## src/rtl/mips_abb_pkg.sv

```systemverilog
// Shared MIPS datapath types plus the fetch-stage state encoding and
// redirect-select bit positions.
package mips_abb_pkg;

    typedef logic [31:0] instr_addr;
    typedef logic [31:0] instr_data;
    typedef logic [31:0] reg_word;

    localparam instr_data NONE = 32'h0000_0000;

    typedef enum logic [1:0] {
        S_BOOT,
        S_FETCH,
        S_HOLD
    } if_state;

    localparam int JSEL_BR = 0;
    localparam int JSEL_JR = 1;
    localparam int JSEL_J  = 2;

endpackage

```

## src/rtl/stage_if_if.sv

```systemverilog
// Instruction-memory request/acknowledge port between the fetch stage
// (master) and the instruction memory (slave).
interface stage_if_if;
    import mips_abb_pkg::*;

    logic      imem_req;
    instr_addr imem_addr;
    logic      imem_ack;
    instr_data imem_rdata;

    modport master (
        output imem_req,
        output imem_addr,
        input  imem_ack,
        input  imem_rdata
    );

    modport slave (
        input  imem_req,
        input  imem_addr,
        output imem_ack,
        output imem_rdata
    );

endinterface

```

## src/rtl/stage_if_next_pc.sv

```systemverilog
// Next-PC selection: redirect priority (branch > register jump > absolute
// jump), pending delay-slot target, or sequential pc+4.
module if_next_pc
    import mips_abb_pkg::*;
(
    input  logic [2:0] i_jsel,
    input  logic       i_id_stop,
    input  instr_addr  i_branch_addr,
    input  instr_addr  i_jc_addr,
    input  instr_addr  i_j_addr,
    input  instr_addr  i_pc,
    input  logic       i_redir_pend,
    input  instr_addr  i_redir_tgt,
    output logic       o_accept,
    output instr_addr  o_target,
    output instr_addr  o_next_pc
);

    always_comb begin
        o_target = i_j_addr;
        if (i_jsel[JSEL_BR]) begin
            o_target = i_branch_addr;
        end else if (i_jsel[JSEL_JR]) begin
            o_target = i_jc_addr;
        end else if (i_jsel[JSEL_J]) begin
            o_target = i_j_addr;
        end

        // Decode only commits a redirect when it is not itself stalled.
        o_accept = (i_jsel != 3'b000) && !i_id_stop;

        if (o_accept) begin
            o_next_pc = o_target;
        end else if (i_redir_pend) begin
            o_next_pc = i_redir_tgt;
        end else begin
            o_next_pc = i_pc + 32'd4;
        end
    end

endmodule

```

## src/rtl/stage_if.sv

```systemverilog
// MIPS instruction-fetch stage with IF/ID pipeline register; the word at pc
// when a redirect is accepted is always delivered as the delay slot.
module stage_if
    import mips_abb_pkg::*;
#(
    parameter instr_addr PC_INIT = 32'h0000_0000
) (
    input  logic        cpu_clk,
    input  logic        cpu_rst,
    stage_if_if.master  imem,
    input  logic        id_stop,
    input  logic [2:0]  jsel,
    input  instr_addr   branch_addr,
    input  instr_addr   jc_addr,
    input  instr_addr   j_addr,
    output instr_addr   if_o_pc,
    output instr_addr   if_o_pc_4,
    output instr_data   if_o_instr,
    output logic        if_o_valid
);

    if_state   r_state;
    if_state   w_state_nxt;
    instr_addr r_pc;
    instr_addr r_redir_tgt;
    logic      r_redir_pend;
    instr_data r_hold_buf;

    logic      w_xfer;
    logic      w_load_hold;
    instr_data w_word;
    logic      w_accept;
    instr_addr w_target;
    instr_addr w_next_pc;

    assign imem.imem_req  = (r_state == S_FETCH);
    assign imem.imem_addr = r_pc;

    if_next_pc u_next_pc (
        .i_jsel        (jsel),
        .i_id_stop     (id_stop),
        .i_branch_addr (branch_addr),
        .i_jc_addr     (jc_addr),
        .i_j_addr      (j_addr),
        .i_pc          (r_pc),
        .i_redir_pend  (r_redir_pend),
        .i_redir_tgt   (r_redir_tgt),
        .o_accept      (w_accept),
        .o_target      (w_target),
        .o_next_pc     (w_next_pc)
    );

    always_comb begin
        w_state_nxt = r_state;
        w_xfer      = 1'b0;
        w_load_hold = 1'b0;
        w_word      = imem.imem_rdata;
        case (r_state)
            S_BOOT: w_state_nxt = S_FETCH;
            S_FETCH: begin
                if (imem.imem_ack) begin
                    if (!id_stop) begin
                        w_xfer = 1'b1;
                    end else begin
                        // Park the word so a stall on the ack cycle loses nothing.
                        w_load_hold = 1'b1;
                        w_state_nxt = S_HOLD;
                    end
                end
            end
            S_HOLD: begin
                w_word = r_hold_buf;
                if (!id_stop) begin
                    w_xfer      = 1'b1;
                    w_state_nxt = S_FETCH;
                end
            end
            default: w_state_nxt = S_BOOT;
        endcase
    end

    always_ff @(posedge cpu_clk) begin
        if (cpu_rst) begin
            r_state <= S_BOOT;
        end else begin
            r_state <= w_state_nxt;
        end
    end

    always_ff @(posedge cpu_clk) begin
        if (cpu_rst) begin
            r_pc         <= PC_INIT;
            r_redir_pend <= 1'b0;
        end else if (w_xfer) begin
            r_pc         <= w_next_pc;
            r_redir_pend <= 1'b0;
        end else if (w_accept) begin
            r_redir_pend <= 1'b1;
        end
    end

    always_ff @(posedge cpu_clk) begin
        if (!cpu_rst && !w_xfer && w_accept) begin
            r_redir_tgt <= w_target;
        end
        if (!cpu_rst && w_load_hold) begin
            r_hold_buf <= imem.imem_rdata;
        end
    end

    // IF/ID pipeline register
    always_ff @(posedge cpu_clk) begin
        if (cpu_rst) begin
            if_o_pc    <= '0;
            if_o_pc_4  <= '0;
            if_o_instr <= NONE;
            if_o_valid <= 1'b0;
        end else if (w_xfer) begin
            if_o_pc    <= r_pc;
            if_o_pc_4  <= r_pc + 32'd4;
            if_o_instr <= w_word;
            if_o_valid <= 1'b1;
        end else if (!id_stop) begin
            if_o_instr <= NONE;
            if_o_valid <= 1'b0;
        end
    end

endmodule

```

## src/flat_wrapper.sv

```systemverilog
// flat-port wrapper written by rule: the top's interface ports become plain ports
module stage_if_flat import mips_abb_pkg::*;
#(
    parameter instr_addr PC_INIT = 32'h0000_0000
)
  (cpu_clk, cpu_rst, id_stop, jsel, branch_addr, jc_addr, j_addr, if_o_pc, if_o_pc_4, if_o_instr, if_o_valid, imem_imem_req, imem_imem_addr, imem_imem_ack, imem_imem_rdata);
  stage_if_if imem_i ();
  input  logic cpu_clk;
  input  logic cpu_rst;
  input  logic id_stop;
  input  logic [2:0] jsel;
  input  instr_addr branch_addr;
  input  instr_addr jc_addr;
  input  instr_addr j_addr;
  output instr_addr if_o_pc;
  output instr_addr if_o_pc_4;
  output instr_data if_o_instr;
  output logic if_o_valid;
  output wire logic [$bits(imem_i.imem_req)-1:0] imem_imem_req;
  output wire logic [$bits(imem_i.imem_addr)-1:0] imem_imem_addr;
  input wire logic [$bits(imem_i.imem_ack)-1:0] imem_imem_ack;
  input wire logic [$bits(imem_i.imem_rdata)-1:0] imem_imem_rdata;
  assign imem_imem_req = imem_i.imem_req;
  assign imem_imem_addr = imem_i.imem_addr;
  assign imem_i.imem_ack = imem_imem_ack;
  assign imem_i.imem_rdata = imem_imem_rdata;
  stage_if #(.PC_INIT(PC_INIT)) u_core (.cpu_clk(cpu_clk), .cpu_rst(cpu_rst), .imem(imem_i), .id_stop(id_stop), .jsel(jsel), .branch_addr(branch_addr), .jc_addr(jc_addr), .j_addr(j_addr), .if_o_pc(if_o_pc), .if_o_pc_4(if_o_pc_4), .if_o_instr(if_o_instr), .if_o_valid(if_o_valid));
endmodule
```

## config.mk

```make
export PLATFORM = sky130hd
export DESIGN_NAME = stage_if_flat
export DESIGN_NICKNAME = d
export VERILOG_FILES = /design/src/rtl/mips_abb_pkg.sv /design/src/rtl/stage_if_if.sv /design/src/rtl/stage_if_next_pc.sv /design/src/rtl/stage_if.sv /design/src/flat_wrapper.sv
export SDC_FILE = /design/constraint.sdc
export NUM_CORES = 1
export LEC_CHECK = 0
export CORE_ASPECT_RATIO = 1.4
export CORE_MARGIN = 2
export CORE_UTILIZATION = 25
export DETAILED_ROUTE_END_ITERATION = 8
export DONT_BUFFER_PORTS = 1
export HOLD_SLACK_MARGIN = 0.05
export PLACE_DENSITY_LB_ADDON = 0.08
export SLEW_MARGIN = 20
export SYNTH_ARGS = -nofsm -noshare
export SYNTH_HDL_FRONTEND = slang
export SYNTH_HIERARCHICAL = 1
export SYNTH_SLANG_ARGS = --single-unit
```

## constraint.sdc

```tcl
create_clock -name cpu_clk -period 6.4 [get_ports cpu_clk]
set_clock_uncertainty 0.1 [all_clocks]
set_input_delay 0.64 -clock cpu_clk [delete_from_list [all_inputs] [get_ports cpu_clk]]
set_output_delay 0.64 -clock cpu_clk [all_outputs]
set_load 0.03 [all_outputs]
```

==> results of run 1 <==
## state kept, by name, indices dropped and copies added, names as in the netlist
name / count
u_core/if_o_valid: 1
u_core/imem.imem_addr: 32
u_core/r_redir_pend: 1
u_core/r_state: 2
u_core/if_o_pc_4: 30
u_core/if_o_pc: 32
u_core/r_redir_tgt: 32
u_core/if_o_instr: 32
u_core/r_hold_buf: 32
## Yosys cell counts (all sizes together), types with 14 or more instances
library cell  count  area [um^2]
o21ai           102          510
nor3             14         75.1
dfxtp           130         2600
xnor2            18          158
xor2             16          140
nand4            18          140
a21oi            85          425
or3              16          100
nand2           237          890
mux2i            68          681
edfxtp           64         1920
nor2             47          176
nand3            33          165
clkbuf           64          241
## layout make-up
cell class,instances,area share
Sequential cell,194,0.447
Multi-Input combinational cell,751,0.427
Tap cell,467,0.0577
Clock buffer,21,0.0455
Clock inverter,11,0.0103
Timing Repair Buffer,12,0.00890
Inverter,11,0.00408
## metrics by stage
step | utilization | worst slack, ns | total power [mW] | cells | hold slack, ns
6_report | 0.278 | 3.11 | 3.09 | 1467 | 0.172
5_1_grt | 0.278 | 2.77 | 3.26 | 1467 | 0.125
4_1_cts | 0.278 | 3.01 | 3.15 | 1467 | 0.142
3_5_place_dp | 0.262 | 3.03 | 2.07 | 1435 | 0.406
3_3_place_gp | 0.262 | 3.13 | 2.06 | 1435 | 0.401
2_1_floorplan | - | 3.39 | 1.92 | 1033 | 0.396
## layout by cell type (no fill, tap or decap), types with 4 or more instances in the layout
cell,count
o21ai_0,86
edfxtp_1,64
and3_1,8
o211ai_1,7
a211oi_1,13
nand4_1,15
ha_1,6
mux2i_1,68
or4_1,6
a311oi_1,11
xnor2_1,18
nor2_1,46
clkinvlp_4,4
nand2_1,236
nand3_1,32
or3_1,16
and4_1,4
a21o_1,4
buf_4,12
a21oi_1,85
inv_1,10
dfxtp_1,130
clkbuf_16,17
o21ai_1,16
xor2_1,16
nor3_1,13
## layer usage
| metal | GRT usage | up-vias | share of wire |
|---|---|---|---|
| li1 | - | 3561 | - |
| met1 | 0.200 | 3328 | 0.46 |
| met2 | 0.249 | 216 | 0.47 |
| met3 | 0.0449 | 20 | 0.063 |
| met4 | 0.0467 | 0 | 0.015 |
| met5 | 0 | - | 0 |
## worst max-delay path by stage
stage	start	cells after the start	end	slack, ns
floorplan	jsel[1]	7	u_core/r_redir_tgt[0]	3.39
global placement	u_core/r_state[1]	7	u_core/r_redir_tgt[13]	3.13
detailed placement	u_core/r_state[1]	7	u_core/r_redir_tgt[14]	3.03
CTS	u_core/r_state[1]	7	u_core/r_redir_tgt[14]	3.01
global route	u_core/r_state[1]	8	u_core/if_o_pc_4[15]	2.77
finish	u_core/r_state[1]	8	u_core/if_o_pc_4[31]	3.11
## cell families after synthesis
family	Yosys count	share of synthesized area
AND/OR/NAND/NOR	400	0.200
AO/OA/AOI/OAI	242	0.152
flip-flops	194	0.494
buffers and inverters	88	0.0386
multiplexers	68	0.0743
XOR/XNOR	34	0.0325
adder cells (fa/ha/maj)	7	0.00955
## report_power, final
group,leakage [nW],internal [mW],switching [mW]
Combinational,1.29,0.163,0.297
Sequential,1.64,1.36,0.205
Clock,0.264,0.559,0.501
## worst max-delay path: cells and delay by family (launching register included)
family,cells,cell delay [ns]
buf+inv,3,1.20
fa+ha+maj,1,0.45
simple gates,2,0.54
flops,1,0.36
compound gates,2,0.52
==> results.py, run 1 <==
metrics = {
    "run_status": {
        "status": "finished clean",
    },
    "place": {
        "gp_congestion": 0.718,
        "portBuffers": 0,
        "placed_area_um2": 9560,
        "dpl.hpwl_mm": 20.3,
    },
    "min_path": {
        "hp-class": "in -> reg",
        "min_to": "u_core/if_o_pc[20]",
        "holdCritStartpoint": "cpu_rst",
        "hold_depth": 1,
    },
    "logic_synthesis": {
        "async_flop_share": 0,
        "synth_ff_type": "dfxtp_1",
        "synth_seq_cells": 194,
        "netlist_area_um2": 9170,
        "ys_types": 55,
        "synth-edff-count": 64,
        "syn-num-nets": 1175,
        "yosysWarningCount": 6,
        "yosysSeqAreaShare": 0.494,
        "syn_avg_cell_area_um2": 8.87,
        "synthCells": 1033,
    },
    "floorplanning": {
        "fp.dieH_um": 231,
        "initial_utilization": 0.251,
        "dieArea_um2": 38200,
        "io_pins": 265,
        "coreArea_um2": 36500,
        "die_w_um": 166,
        "fp-row-count": 83,
    },
    "global_route": {
        "grt_util_all_layers": 0.154,
        "grt_first_pass_wirelength_mm": 45.2,
        "first_global_vias": 6876,
        "antenna_found_initial": 0,
        "grt_overflow": 0,
        "grt_max_degree": 98,
    },
    "routing": {
        "drc_errors": 0,
        "wl_per_cell_um": 20.2,
        "antenna_left": 0,
        "drtIter0Drc": 367,
        "drt_wl_total_mm": 29.6,
        "viasPerCell": 4.86,
        "firstDrtPassIters": 4,
        "vias": 7125,
    },
    "clocking": {
        "cts_root_buffer": "clkbuf_16",
        "cts_buffer_depth": 2,
        "clk_latency_ns": 0.45,
        "cts_buffers": 17,
        "cts_resized": 0,
        "ctsHoldBuffers": 0,
        "cts_tree": "yes",
        "path_clk_slew_ns": 0.07,
        "post_cts_buffers": 0,
        "cts_htree_levels": 4,
        "cts_sinks": 194,
    },
    "timing": {
        "drv_slew": 0,
        "worstMarginPinSlew_ns": 0.936,
        "rsz0062_at_grt": "false",
        "fin_crit_sh": 0.513,
        "setup_viol": 0,
        "period_minus_slack_ns": 3.29,
        "hold_viol": 0,
        "fmax_mhz": 304,
        "slew_headroom": 0.375,
        "setup-tns-final_ns": 0,
    },
    "pwr": {
        "power.density_nw_per_um2": 305,
        "p_leak_nw": 3.20,
        "ir_worst_vdd_uv": 181,
    },
    "final_layout": {
        "postLayoutCellArea_um2": 10100,
        "multi_input_area_um2": 4320,
        "drive_gt1_frac": 0.0580,
        "syn_to_final_growth_pct": 10.4,
        "diodes": 0,
        "nNetsFinal": 1129,
        "nFillCells": 3923,
        "seqCellArea_um2": 4520,
    },
    "job": {
        "maxCapViolCount": 0,
    },
    "setup_path": {
        "path_cells": "inv_1 > ha_1 > a21oi_1 > nor2_4 > buf_4 > buf_4 > nor2_1 > a311oi_1",
        "r2r_cells": 8,
        "reg2reg_from": "u_core/r_state[1]",
        "startpoint_type": "register",
        "crit_top_cell": "buf_4",
        "required_ns": 6.66,
        "cp.arrival_ns": 3.55,
        "r2r_slack_ns": 3.11,
        "crit_type": "reg -> reg",
        "rr_endpoint": "u_core/if_o_pc_4[31]",
        "max_stage_delay_ns": 0.57,
        "end_kind": "register",
        "critPathSlowestCell": "buf_4",
        "cp_max_fo": 55,
    },
}
Note: power is estimated with default switching activity, not from simulation.
==> run 2: changes to the inputs <==
Clock period 6.4 ns to 3.4 ns, I/O delays scaled along.
==> results.py, run 2 (synthesized netlist as in run 1, its figures left out) <==
metrics = {
    "run_status": {
        "status": "finished clean",
    },
    "clocking": {
        "cts_htree_levels": 4,
        "post_cts_buffers": 0,
        "cts_root_buffer": "clkbuf_16",
        "clk_latency_ns": 0.45,
        "cts_sinks": 194,
        "cts_buffers": 17,
        "cts_buffer_depth": 2,
        "path_clk_slew_ns": 0.08,
        "cts_tree": "yes",
    },
    "min_path": {
        "hp-class": "in -> reg",
        "holdCritStartpoint": "branch_addr[14]",
    },
    "job": {
        "maxCapViolCount": 0,
    },
    "routing": {
        "drc_errors": 0,
        "antenna_left": 0,
        "drt_wl_total_mm": 30.6,
        "wl_per_cell_um": 19.9,
        "vias": 7538,
        "drtIter0Drc": 453,
        "firstDrtPassIters": 5,
        "viasPerCell": 4.89,
    },
    "timing": {
        "fin_crit_sh": 0.763,
        "fmax_mhz": 385,
        "hold_viol": 0,
        "worstMarginPinSlew_ns": 0.840,
        "setup-tns-final_ns": 0,
        "setup_viol": 0,
        "rsz0062_at_grt": "false",
        "period_minus_slack_ns": 2.59,
        "drv_slew": 0,
        "worst_slack_ns": 0.806,
        "slew_headroom": 0.439,
    },
    "place": {
        "dp_slack_ns": 0.759,
        "gp_congestion": 0.732,
        "portBuffers": 0,
        "dpl.hpwl_mm": 21.1,
        "dp_cells": 1463,
        "placed_area_um2": 9750,
    },
    "setup_path": {
        "reg2reg_from": "u_core/imem.imem_addr[2]",
        "cp.arrival_ns": 2.88,
        "setup.worst_path.start": "u_core/imem.imem_addr[2]",
        "crit_type": "reg -> reg",
        "startpoint_type": "register",
        "end_kind": "register",
        "required_ns": 3.68,
        "cp_max_fo": 9,
    },
    "floorplanning": {
        "coreArea_um2": 36500,
        "fp-row-count": 83,
        "die_w_um": 166,
        "fp.dieH_um": 231,
        "dieArea_um2": 38200,
        "io_pins": 265,
        "initial_utilization": 0.251,
    },
    "final_layout": {
        "postLayoutCellArea_um2": 10800,
        "diodes": 0,
        "drive_gt1_frac": 0.0819,
        "final_cell_mix": "236 x nand2_1, 130 x dfxtp_1, 86 x o21ai_0, 85 x a21oi_1, 68 x mux2i_1",
        "final_common_cell": "nand2_1",
        "final_cells": 1542,
        "nNetsFinal": 1204,
        "syn_to_final_growth_pct": 17.8,
    },
    "global_route": {
        "grt_util_all_layers": 0.160,
        "grt_overflow": 0,
        "first_global_vias": 7159,
        "antenna_found_initial": 1,
        "grt_first_pass_wirelength_mm": 47.0,
        "grt_max_degree": 93,
    },
    "pwr": {
        "ir_worst_vdd_uv": 281,
        "design_power_total_mw": 5.93,
        "power.density_nw_per_um2": 549,
        "p_leak_nw": 3.55,
    },
}
run 2: what timing repair did:
action	in CTS	in global routing
resized for setup	0	0
hold endpoints to repair	168	0
hold buffers	47	0
run 2: routing by layer:
layer | track usage | wire length (um)
met1 | 0.207 | 13800
met2 | 0.267 | 14700
met4 | 0.0383 | 255
met5 | 0 | 0
met3 | 0.0410 | 1820
run 2: through the flow:
| stage | hold WS, ns | util |
|---|---|---|
| CTS | 0.0545 | 0.296 |
| floorplan | 0.339 | - |
| finish | 0.0718 | 0.296 |
| global route | 0.0778 | 0.296 |
| detailed placement | 0.339 | 0.268 |
| global placement | 0.337 | 0.268 |
run 2: where the power goes:
group | switching (mW) | leakage [nW] | internal, mW
Combinational | 0.676 | 1.65 | 0.381
Sequential | 0.321 | 1.64 | 2.57
Clock | 1.00 | 0.268 | 0.985
Total | 2.00 | 3.55 | 3.93
run 2: worst paths after layout:
kind	endpoint	slack (ns)	cells past startpoint
setup reg to reg	u_core/imem.imem_addr[30]	0.81	8
hold / removal	u_core/r_redir_tgt[14]	0.07	2
hold reg to reg	u_core/imem.imem_addr[26]	0.43	2
setup / recovery	u_core/imem.imem_addr[30]	0.81	8
run 2: area by class of cell:
cell class                 instances  area (um^2)
fill                            3964        25600
sequential                       194         4520
clock inverter                    13          118
inverter                          11         41.3
timing repair buffer              87          788
clock buffer                      19          443
tap                              467          584
multi-input combinational        751         4300
run 2: worst max-delay path, cell delays in order, from the launching register on:
cell	delay [ns]
dfxtp_1	0.50
ha_1	0.29
nand4_1	0.21
nor4_4	0.66
nand4_1	0.20
xor2_1	0.19
o211ai_1	0.19
nand2_1	0.07
a21oi_1	0.13
==> edit 1: new RTL, config.mk and constraints of run 2 <==
Re-encode `if_state` (3 states) as one-hot, 3 bits wide.
--- a/src/rtl/mips_abb_pkg.sv
+++ b/src/rtl/mips_abb_pkg.sv
@@ -9,8 +9,8 @@
     localparam instr_data NONE = 32'h0000_0000;
 
-    typedef enum logic [1:0] {
-        S_BOOT,
-        S_FETCH,
-        S_HOLD
+    typedef enum logic [2:0] {
+        S_BOOT  = 3'b001,
+        S_FETCH = 3'b010,
+        S_HOLD  = 3'b100
     } if_state;
 
Behaviour: no difference found for any inputs over 4 cycles, from zero or initial values and one cycle with cpu_rst high; so few cycles prove little.
==> edit 1 against run 2 <==
The flow now finishes with violations (design-rule violations). Sequential cell count grew 1. Final area grew 2.0%. Worst setup slack lost 0.050 ns. Global-route usage shrank 0.68 points. Count of clock-buffer cells in the layout is the same. Fmax shrank 1.9%. Wire length shrank 2.0%. Non-clock buffer count grew 4. Highest routed layer unchanged. Critical endpoint is now u_core/if_o_instr[24]$_SDFFE_PP0P_. Worst hold slack lost 0.012 ns. Area after synthesis grew 1.7%.
Power is not compared: it rests on default switching activity, and its combinational part moved more than twofold at a synthesized area within 25%.
==> edit 1: results (changes against run 2) <==
* Status: finished, violations left (was complete, no violations)
* Failing checks: design-rule violations
* Initial antenna violation count at 0 (was 1)
* Sequential area share after synthesis at 48.8% (was 49.4%)
* Hold Path Depth at 2 (unchanged)
* Antenna diodes at 0 (unchanged)
* Clk_lat worst skew at 0.45 ns (about the same)
* Leak at 3.65 nW
* Synth area leaders: dfxtp_1 (28%), edfxtp_1 (21%), nand2_1 (8.0%) (was dfxtp_1 (28%), edfxtp_1 (21%), nand2_1 (9.7%))
* Share of cells above drive strength 1 at 12.4% (was 8.19%)
* Routed via count at 7412 (was 7538)
* TritonCTS Buffers at 17 (unchanged)
* First-pass GRT wire length at 45500 um (was 47000 um)
* Post-detail-place hpwl at 20100 um (was 21100 um)
* Clock Path Buffers at 2 (unchanged)
* Average size of a mapped cell at 9.12 um^2 (was 8.87 um^2)
* Max H-tree Level at 4 (unchanged)
* Fill count at 3934 (was 3964)
* R2R depth at 7 (was 8)
* DR iter-0 viols at 425 (was 453)
* Fraction of registers with async set/reset at 0% (unchanged)
* Cell variety after synth at 58 (was 55)
* Avg WL per Cell at 19.6 um (was 19.9 um)
* YS warnings at 6 (unchanged)
* Worst slew pin tran at 0.857 ns (was 0.840 ns)
* Vias in the first global route at 7095 (was 7159)
* Placed cells at 1451 (was 1463)
* VDD IR-drop max at 329 uV
* Residual DRC at 18 (was 0)
* I/O Buffers at 0 (unchanged)
* PostCTS Resize Cnt at 0 (unchanged)
* GRT Total Usage at 15.3% (was 16.0%)
* Setup bufs post-CTS at 0 (unchanged)
* Hold Vio Cnt, Final at 0 (unchanged)
* Vias per cell at 4.83 (was 4.89)
* Worst Hold Class: in -> reg (unchanged)
* GP Congestion at 0.740 (was 0.732)
* Drt first pass iters at 7 (was 5)
* Nets at 1190 (was 1204)
* Largest net degree at the start of global routing at 133 (was 93)
* Root Driver: clkbuf_16 (unchanged)
* Synth cell count leaders: nand2_1 (198), dfxtp_1 (131), a21oi_1 (88), nor2_1 (86), edfxtp_1 (64) (was nand2_1 (237), dfxtp_1 (130), o21ai_0 (86), a21oi_1 (85), mux2i_1 (68))
* Hold_buf cts at 50 (was 47)
* Clock-pin transition on the worst setup and hold timing paths at 0.07 ns
* EDFF count, synth at 64 (unchanged)
* CP Max Fanout at 25 (was 9)
## edit 1: changes by cell type after synthesis, moves of 9 or more
cell	before	now
mux2i_1	68	35
nand2_1	237	198
nor2_1	47	86
buf_1	1	10
xnor2_1	18	32
a311oi_1	11	1
o21ai_0	86	46
clkbuf_1	63	50
a22oi_1	0	32
mux2_2	0	32
a211oi_1	13	24
## edit 1: through the flow
| step | setup WS, ns | utilization (%) | cell area [um^2] |
|---|---|---|---|
| 4_1_cts | 0.697 | 30.0 | 11000 |
| 3_5_place_dp | 0.866 | 27.0 | 9940 |
| 6_report | 0.755 | 30.0 | 11000 |
| 5_1_grt | 0.570 | 30.0 | 11000 |
| 3_3_place_gp | 0.849 | 27.0 | 9940 |
| 2_1_floorplan | 0.191 | - | 9320 |
## edit 1: critical path, cell delays in order (launching register included)
cell           delay (ns)
dfxtp_1              0.33
nand2b_1             0.22
nor2_4               0.29
buf_4                0.43
mux2_2               0.39
a22oi_1              0.15
dlygate4sd3_1        0.57
nor2_1               0.04
## edit 1: per-layer routing
layer,track usage [%],part of all wire (%),up-vias
met5,0,0,-
li1,-,-,3657
met4,4.57,1.3,0
met1,19.0,43,3509
met2,25.5,48,224
met3,4.68,7.3,22
## edit 1: path summary, 6_finish.rpt
check | slack [ns] | endpoint | start
max | 0.76 | u_core/if_o_instr[24]$_SDFFE_PP0P_ | u_core/r_state[1]$_SDFFE_PP0P_
min | 0.06 | u_core/r_redir_tgt[26]$_DFFE_PP_ | branch_addr[26]
max reg2reg | 0.76 | u_core/if_o_instr[24]$_SDFFE_PP0P_ | u_core/r_state[1]$_SDFFE_PP0P_
min reg2reg | 0.42 | u_core/imem.imem_addr[5]$_SDFFE_PP0P_ | u_core/imem.imem_addr[5]$_SDFFE_PP0P_
## edit 1: kinds of logic after synthesis
| family | Yosys count | share of synthesized area (%) |
|---|---|---|
| adders and majority gates | 2 | 0.268 |
| buffers and inverters | 88 | 3.97 |
| DFF | 195 | 48.8 |
| AOI/OAI and AO/OA | 229 | 14.7 |
| muxes | 67 | 7.63 |
| xor gates and xnor gates | 49 | 4.61 |
| and+or+nand+nor | 392 | 20.0 |
## edit 1: cell type report
| type | count | share of cell area [%] |
|---|---|---|
| flip-flops and latches | 195 | 41.3 |
| clock buffers | 19 | 4.02 |
| repair buffers | 91 | 7.93 |
| multi-input cells | 739 | 40.2 |
| well taps | 467 | 5.30 |
| inverters | 9 | 0.307 |
| clock inverters | 13 | 0.977 |
## edit 1: power by group
part / switching, mW / internal [mW]
Clock: 0.949 / 1.03
Sequential: 0.0609 / 2.46
Combinational: 0.245 / 0.170
==> edit 2: new RTL, settings of run 2 <==
Without the edit above. Make the reset (`cpu_rst`) asynchronous in 3 clocked blocks.
--- a/src/rtl/stage_if.sv
+++ b/src/rtl/stage_if.sv
@@ -80,5 +80,5 @@
     end
 
-    always_ff @(posedge cpu_clk) begin
+    always_ff @(posedge cpu_clk or posedge cpu_rst) begin
         if (cpu_rst) begin
             r_state <= S_BOOT;
@@ -88,5 +88,5 @@
     end
 
-    always_ff @(posedge cpu_clk) begin
+    always_ff @(posedge cpu_clk or posedge cpu_rst) begin
         if (cpu_rst) begin
             r_pc         <= PC_INIT;
@@ -110,5 +110,5 @@
 
     // IF/ID pipeline register
-    always_ff @(posedge cpu_clk) begin
+    always_ff @(posedge cpu_clk or posedge cpu_rst) begin
         if (cpu_rst) begin
             if_o_pc    <= '0;
Function: differs if cpu_rst is asserted again (counterexample within 4 cycles, from zero or initial values and one cycle with cpu_rst high); with cpu_rst held inactive, the same outputs for 4 cycles.
==> edit 2 against run 2 <==
Synthesized cell count shrank 3.2%. Sequential cell count unchanged. Area after synthesis up 4.5%. Worst setup slack improved by 0.0084 ns. Largest cell class unchanged. Wire length rose by 3.6%. Worst hold slack worse by 0.0097 ns. Fmax up 0.33%. Critical path depth decreased by 2. Final area up 5.1%.
Power is not compared: it rests on default switching activity, and its combinational part moved more than twofold at a synthesized area within 25%.
==> edit 2: results (changes against run 2) <==
* Min cycle time layout at 2.59 ns (about the same)
* Worst hold slack at 0.0621 ns (was 0.0718 ns)
* Routed WL at 31700 um (was 30600 um)
* Synth Flop Type: dfrtp_1 (was dfxtp_1)
* Fill count at 3997 (was 3964)
* Vias per cell at 4.78 (was 4.89)
* Avg WL per Cell at 20.8 um (was 19.9 um)
* Mux cell area share after synthesis at 7.12% (was 7.43%)
* Post-detail-place hpwl at 22200 um (was 21100 um)
* DR iter-0 viols at 481 (was 453)
* Mapped Nets at 1142 (was 1175)
* GP Congestion at 0.732 (about the same)
* Post-Synth XOR/XNOR Area at 3.11% (was 3.25%)
* Slowest cell on the critical path: or2_4 (was nor4_4)
* Average size of a mapped cell at 9.58 um^2 (was 8.87 um^2)
* Hold_buf cts at 55 (was 47)
* Crit path to: u_core/r_redir_tgt[11]$_DFFE_PP_ (was u_core/imem.imem_addr[30]$_SDFFE_PP0P_)
* Hold wc startpoint: jsel[0] (was branch_addr[14])
* Crit path DAT at 2.63 ns (was 2.88 ns)
* First-pass GRT wire length at 47600 um (was 47000 um)
* R2R depth at 6 (was 8)
* Hold Path Sink: u_core/r_redir_tgt[16]$_DFFE_PP_ (was u_core/r_redir_tgt[14]$_DFFE_PP_)
* CP Max Fanout at 33 (was 9)
* Largest net degree at the start of global routing at 67 (was 93)
* Area after DPL at 0.0102 mm^2 (was 0.00975 mm^2)
* GRT Total Usage at 16.0% (about the same)
* Synth cell count leaders: nand2_1 (303), dfrtp_1 (130), o21ai_0 (98), mux2i_1 (67), edfxtp_1 (64) (was nand2_1 (237), dfxtp_1 (130), o21ai_0 (86), a21oi_1 (85), mux2i_1 (68))
* Sequential area share after synthesis at 54.0% (was 49.4%)
* Nets at 1185 (was 1204)
* Crit path largest cell delay at 0.48 ns (was 0.66 ns)
* Vias in the first global route at 7143 (was 7159)
* Worst slew pin tran at 0.947 ns (was 0.840 ns)
* CP Launch Point: u_core/r_state[1]$_DFFE_PP0P_ (was u_core/imem.imem_addr[2]$_SDFFE_PP0P_)
* Worst slack, placed at 0.771 ns (was 0.759 ns)
* Synth Area in Compound Gates at 10.2% (was 15.2%)
* Placed cells at 1442 (was 1463)
* Post-Synth Adder-Cell Area at 0.914% (was 0.956%)
* Status: complete, no violations (unchanged)
==> edit 2: changes by cell type after synthesis, sizes merged, moves of 13 or more <==
cell / run 2 / this run
a21oi: 85 / 20
dfrtp: 0 / 130
nor2: 47 / 31
nand2: 237 / 304
a211oi: 13 / 0
clkbuf: 64 / 40
dfxtp: 130 / 0
==> edit 2: final cells by class <==
cell class | instances | area share, %
Timing Repair Buffer | 89 | 7.40
Inverter | 9 | 0.331
Tap cell | 473 | 5.21
Multi-Input combinational cell | 732 | 36.1
Sequential cell | 194 | 45.6
Clock inverter | 15 | 1.61
Clock buffer | 17 | 3.75
==> edit 2: routing by layer <==
layer	global-route usage [%]	vias up	routed length (um)
met5	0	-	0
met4	4.77	0	468
met2	27.5	230	15900
li1	-	3555	-
met3	3.70	19	1650
met1	19.8	3510	13700
==> edit 2: report_power, final <==
part	internal, mW	switching (mW)
clock network	1.17	0.983
registers	3.09	1.95
logic	0.965	1.72
total	5.22	4.65
